<file path="src/rtl/tx_burst_sequencer.sv">
`default_nettype none
// ============================================================================
// Module      : tx_burst_sequencer
// Description : Frames the TX payload counter into bursts of programmable
//               length with programmable idle gaps. Supports one-shot error
//               injection and keeps completed/aborted burst statistics.
// Revision    : 1.0 - initial release
// ============================================================================
module tx_burst_sequencer #(
  parameter int LEN_W = 16,
  parameter int GAP_W = 8
) (
  input  logic             clk_i,
  input  logic             reset_n_i,
  input  logic             run_i,
  input  logic             tx_ready_i,
  input  logic [LEN_W-1:0] burst_len_i,
  input  logic [GAP_W-1:0] gap_len_i,
  input  logic             err_inject_i,
  output logic             cnt_start_o,
  output logic             payload_error_o,
  output logic             data_valid_o,
  output logic             sof_o,
  output logic             eof_o,
  output logic             abort_o,
  output logic             busy_o,
  output logic [31:0]      burst_count_o,
  output logic [15:0]      abort_count_o
);

  typedef enum logic [1:0] {
    S_IDLE     = 2'd0,
    S_WAIT_RDY = 2'd1,
    S_BURST    = 2'd2,
    S_GAP      = 2'd3
  } state_t;

  state_t           r_state;
  state_t           w_state_next;
  logic [LEN_W-1:0] r_len;
  logic [LEN_W-1:0] r_idx;
  logic [LEN_W-1:0] w_len_eff;
  logic [GAP_W-1:0] r_gap_cnt;
  logic [GAP_W-1:0] w_gap_eff;
  logic             r_arm;
  logic             r_err;
  logic             w_enter_burst;
  logic             w_emit;
  logic             w_last;
  logic             w_abort;
  logic             w_start_run;

  // A zero length or gap behaves as one.
  assign w_len_eff   = (burst_len_i == '0) ? LEN_W'(1) : burst_len_i;
  assign w_gap_eff   = (gap_len_i == '0) ? GAP_W'(1) : gap_len_i;
  assign w_start_run = (r_state == S_IDLE) && run_i;

  // Next-state decode. Each BURST cycle decides whether the next word goes out
  // (ready high) or the burst is aborted (ready low); the word flops below
  // follow that decision, so abort naturally wins over eof.
  always_comb begin
    w_state_next  = r_state;
    w_enter_burst = 1'b0;
    w_emit        = 1'b0;
    w_last        = 1'b0;
    w_abort       = 1'b0;
    case (r_state)
      S_IDLE: begin
        if (run_i) w_state_next = S_WAIT_RDY;
      end
      S_WAIT_RDY: begin
        if (!run_i) begin
          w_state_next = S_IDLE;
        end else if (tx_ready_i) begin
          w_state_next  = S_BURST;
          w_enter_burst = 1'b1;
        end
      end
      S_BURST: begin
        if (!tx_ready_i) begin
          w_abort      = 1'b1;
          w_state_next = run_i ? S_WAIT_RDY : S_IDLE;
        end else begin
          w_emit = 1'b1;
          if (r_idx == r_len - LEN_W'(1)) begin
            w_last       = 1'b1;
            w_state_next = S_GAP;
          end
        end
      end
      S_GAP: begin
        if (r_gap_cnt <= GAP_W'(1)) begin
          if (!run_i) begin
            w_state_next = S_IDLE;
          end else if (tx_ready_i) begin
            w_state_next  = S_BURST;
            w_enter_burst = 1'b1;
          end else begin
            w_state_next = S_WAIT_RDY;
          end
        end
      end
      default: w_state_next = S_IDLE;
    endcase
  end

  // State register.
  always_ff @(posedge clk_i or negedge reset_n_i) begin
    if (!reset_n_i) r_state <= S_IDLE;
    else            r_state <= w_state_next;
  end

  // Burst/gap bookkeeping and error-injection arming.
  always_ff @(posedge clk_i or negedge reset_n_i) begin
    if (!reset_n_i) begin
      r_len     <= '0;
      r_idx     <= '0;
      r_gap_cnt <= '0;
      r_arm     <= 1'b0;
      r_err     <= 1'b0;
    end else begin
      if (w_enter_burst) begin
        r_len <= w_len_eff;
        r_idx <= '0;
        r_err <= r_arm | err_inject_i;
        r_arm <= 1'b0;
      end else begin
        if (err_inject_i) r_arm <= 1'b1;
        if (w_emit)       r_idx <= r_idx + LEN_W'(1);
      end
      if (w_last)                  r_gap_cnt <= w_gap_eff;
      else if (r_state == S_GAP)   r_gap_cnt <= r_gap_cnt - GAP_W'(1);
    end
  end

  // Registered word framing and status outputs.
  always_ff @(posedge clk_i or negedge reset_n_i) begin
    if (!reset_n_i) begin
      cnt_start_o     <= 1'b0;
      data_valid_o    <= 1'b0;
      payload_error_o <= 1'b0;
      sof_o           <= 1'b0;
      eof_o           <= 1'b0;
      abort_o         <= 1'b0;
      busy_o          <= 1'b0;
    end else begin
      cnt_start_o     <= w_emit;
      data_valid_o    <= w_emit;
      payload_error_o <= w_emit & r_err;
      sof_o           <= w_emit && (r_idx == '0);
      eof_o           <= w_last;
      abort_o         <= w_abort;
      busy_o          <= (w_state_next != S_IDLE);
    end
  end

  // Statistics: cleared when a run starts, burst count wraps, abort count saturates.
  always_ff @(posedge clk_i or negedge reset_n_i) begin
    if (!reset_n_i) begin
      burst_count_o <= '0;
      abort_count_o <= '0;
    end else if (w_start_run) begin
      burst_count_o <= '0;
      abort_count_o <= '0;
    end else begin
      if (w_last) burst_count_o <= burst_count_o + 32'd1;
      if (w_abort && (abort_count_o != 16'hFFFF)) abort_count_o <= abort_count_o + 16'd1;
    end
  end

endmodule
`default_nettype wire

</file>
<file path="config.mk">
export PLATFORM = sky130hd
export DESIGN_NAME = tx_burst_sequencer
export DESIGN_NICKNAME = d
export VERILOG_FILES = /design/src/rtl/tx_burst_sequencer.sv
export SDC_FILE = /design/constraint.sdc
export NUM_CORES = 1
export LEC_CHECK = 0
export BUFFER_PORTS_ARGS = -buffer_cell sky130_fd_sc_hd__buf_2
export CAP_MARGIN = 20
export CORE_MARGIN = 2
export CORE_UTILIZATION = 53
export CTS_BUF_LIST = sky130_fd_sc_hd__clkbuf_4
export DETAILED_ROUTE_END_ITERATION = 10
export PLACE_DENSITY = 0.75
export SLEW_MARGIN = 30
export SYNTH_ARGS = -nofsm -noshare
export SYNTH_HDL_FRONTEND = slang
export SYNTH_SLANG_ARGS = --single-unit
</file>
<file path="constraint.sdc">
create_clock -name clk_i -period 6.5 [get_ports clk_i]
set_input_delay 1.95 -clock clk_i [delete_from_list [all_inputs] [get_ports clk_i]]
set_output_delay 1.95 -clock clk_i [all_outputs]
set_load 0.05 [all_outputs]
</file>
==> run_results.csv <==
group,metric,value,unit
hold_path,hold_start,"r_arm",
clock_network,cts_tree,"done",
final_layout,drive_above_1_share,19.5,%
clock_network,clkTransAtPathRegs,0.18,ns
placed_design,dpl.hpwl,8330,µm
global_route,grtUsageTotal,22.5,%
global_route,grt_overflow,0,
logic_synthesis,synth_edf_count,0,
critical_path,cp-start-kind,"input pin",
clock_network,hold_buffers,0,
logic_synthesis,postSynth.asyncResetShare,100,%
logic_synthesis,synth_commonest_cells,"dfrtp_1 (98), nor2_1 (53), a21oi_1 (42), nand2_1 (39), o21ai_0 (31)",
logic_synthesis,synth_flop_cell,"dfrtp_1",
clock_network,htreeDepth,3,
hold_path,hold_class,"flip-flop to flip-flop",
final_layout,nets,677,
placed_design,gp_congestion,0.825,
global_route,grt_pass1_wl,20400,µm
sta,tightest_slew,0.919,ns
critical_path,crit_top_cell,"nand3_1",
critical_path,crit_start,"tx_ready_i",
clock_network,clock_latency,0.46,ns
critical_path,endpoint_kind,"flip-flop",
floorplan,die_h,104,µm
sta,final-setup-viol-count,0,
logic_synthesis,syn_area,0.00533,mm²
floorplan,ios,84,
critical_path,r2r_start,"r_len[3]",
sta,tns,0,ns
logic_synthesis,synth_top_cell_area_share,46.0,%
clock_network,clockBufferDepth,2,
floorplan,core,0.00977,mm²
floorplan,fp.dieW,104,µm
detailed_routing,ant_nets,0,
logic_synthesis,avgSynthCellArea,9.29,µm²
critical_path,r2r.worst_path.cells,7,
placed_design,dp_cells,763,
sta,rsz0062_at_grt,"no",
critical_path,cp.depth,8,
clock_network,post_cts_buffers,0,
detailed_routing,via_per_inst,5.86,
floorplan,start_util,54.6,%
critical_path,worst_ep_required_time,6.90,ns
power,pwr_density_cell,277,mW/mm²
logic_synthesis,ys_types,43,
critical_path,crit_buf_inv,1,
clock_network,cts_root_buf,"clkbuf_4",
sta,hold_viol,0,
logic_synthesis,syn-num-nets,610,
clock_network,cts_made_buffers,9,
detailed_routing,drt-total-wl,12000,µm
sta,clock.fmax,0.241,GHz
floorplan,die_area,0.0109,mm²
power,totalPowerFinal,1.65,mW
logic_synthesis,synth.most_common_cell,"dfrtp_1",
final_layout,seqCellArea,0.00245,mm²
logic_synthesis,synth.area.top_cells,"dfrtp_1 (46%), xor2_1 (4.3%), xnor2_1 (4.1%)",
logic_synthesis,synth_seq_cells,98,
detailed_routing,via_count,4568,
critical_path,rrSetupSlack,2.77,ns
critical_path,crit_type,"input pin to flip-flop",
critical_path,worstPathCellList,"buf_2, and3b_1, nand3_1, nor3_1, nand3_1, or4_4, or4_1, a21oi_1",
critical_path,worstPathMaxFanout,75,
final_layout,post_layout_nonfiller_instances,779,
placed_design,port_buffers,83,
detailed_routing,drtIter0Drc,209,
floorplan,num_rows,36,
sta,period_minus_slack,4.15,ns
final_layout,antenna_cells,0,
sta,relSlewSlack,38.2,%
critical_path,cpPeakStageDelay,0.85,ns
logic_synthesis,synth_top_cell_by_area,"dfrtp_1",
logic_synthesis,yosysWarnings,0,
sta,clock_skew,0.0279,ns
job,cap_violations,0,
sta,min_period_over_period,63.9,%
hold_path,hold_path_depth,2,
final_layout,area_growth,12.1,%
final_layout,fin_area,0.00598,mm²
final_layout,multi_input_area,0.00270,mm²
global_route,antenna_found_initial,0,
final_layout,fillCellCount,863,
detailed_routing,dr.pass1.iters,4,
logic_synthesis,synthCells,574,
critical_path,cp_top_family,"simple AND/OR/NAND/NOR gates",
critical_path,cp_slowest_cell,"or4_4",
detailed_routing,drc,0,
placed_design,dpl_cell_area,0.00581,mm²
global_route,grt_max_degree,76,
global_route,grt_pass1_vias,4195,
clock_network,cts_sinks,98,
sta,slew_violations,0,
power,ir_drop,0.159,mV
power,leakagePower,2.69,nW
critical_path,cp.arrival,4.55,ns
detailed_routing,routedWlPerCell,15.4,µm
logic_synthesis,synth_seq_area_share,46.0,%
status,status,"complete, no violations",
clock_network,post_cts_resized,0,
-- where the power goes --
group	internal, mW	switching (mW)	total [mW]
registers	0.702	0.136	0.839
clock network	0.125	0.223	0.348
logic	0.211	0.255	0.467
total	1.04	0.614	1.65
-- registers in the layout, indices dropped and copies added (netlist names), 2 cells and up --
name / count
abort_count_o: 16
burst_count_o: 32
r_gap_cnt: 8
r_idx: 16
r_len: 16
r_state: 2
-- worst register-to-register path, cell delays in order, from the launching register on --
cell and delay (ns):
dfrtp_1 0.50, or4_4 0.58, or3_1 0.37, nor4_1 0.29, a2bb2o_2 0.32, or4_4 0.82
or4_1 0.64, a21oi_1 0.16
-- kinds of logic after synthesis --
group / share of synthesized area [%]
fa+ha+maj: 1.64
simple gates: 25.0
buf+inv: 3.75
xor+xnor: 8.37
mux: 3.94
compound gates: 11.3
flops: 46.0
-- path summary, 6_finish.rpt --
check	endpoint
setup / recovery	burst_count_o[23]
hold / removal	r_arm
setup reg to reg	burst_count_o[23]
hold reg to reg	r_arm
max in group asynchronous	r_idx[14]
min in group asynchronous	abort_count_o[9]
-- layout make-up --
| type | instances | share of cell area [%] |
|---|---|---|
| clock inverters | 7 | 1.40 |
| repair buffers | 86 | 7.43 |
| inverters | 16 | 1.00 |
| flip-flops and latches | 98 | 41.0 |
| multi-input cells | 430 | 45.2 |
| well taps | 133 | 2.78 |
| clock buffers | 9 | 1.13 |
-- placed cells by master (no fill, tap or decap), drive strengths merged, types with 20 or more instances in the layout --
cell	count
a21oi	42
buf	86
dfrtp	98
inv	20
nand2	39
nand3	28
nand4	23
nor2	53
o21ai	31
or3	30
xnor2	25
xor2	26
-- per-stage QoR --
stage	setup slack, ns	util, %	hold slack [ns]
final	2.35	61.1	0.499
after global routing	2.14	61.1	0.542
after CTS	2.36	61.0	0.504
after detailed placement	1.85	59.4	0.470
after global placement	1.93	59.4	0.467
after floorplan	2.65	-	0.447
-- per-layer routing --
metal	routed length, µm	global-route usage (%)	up-vias
met2	5800	36.4	120
met1	5510	31.9	2217
met3	551	3.01	7
li1	-	-	2224
met5	0	0	-
met4	95	6.18	0
(Power assumes the default switching activity.)
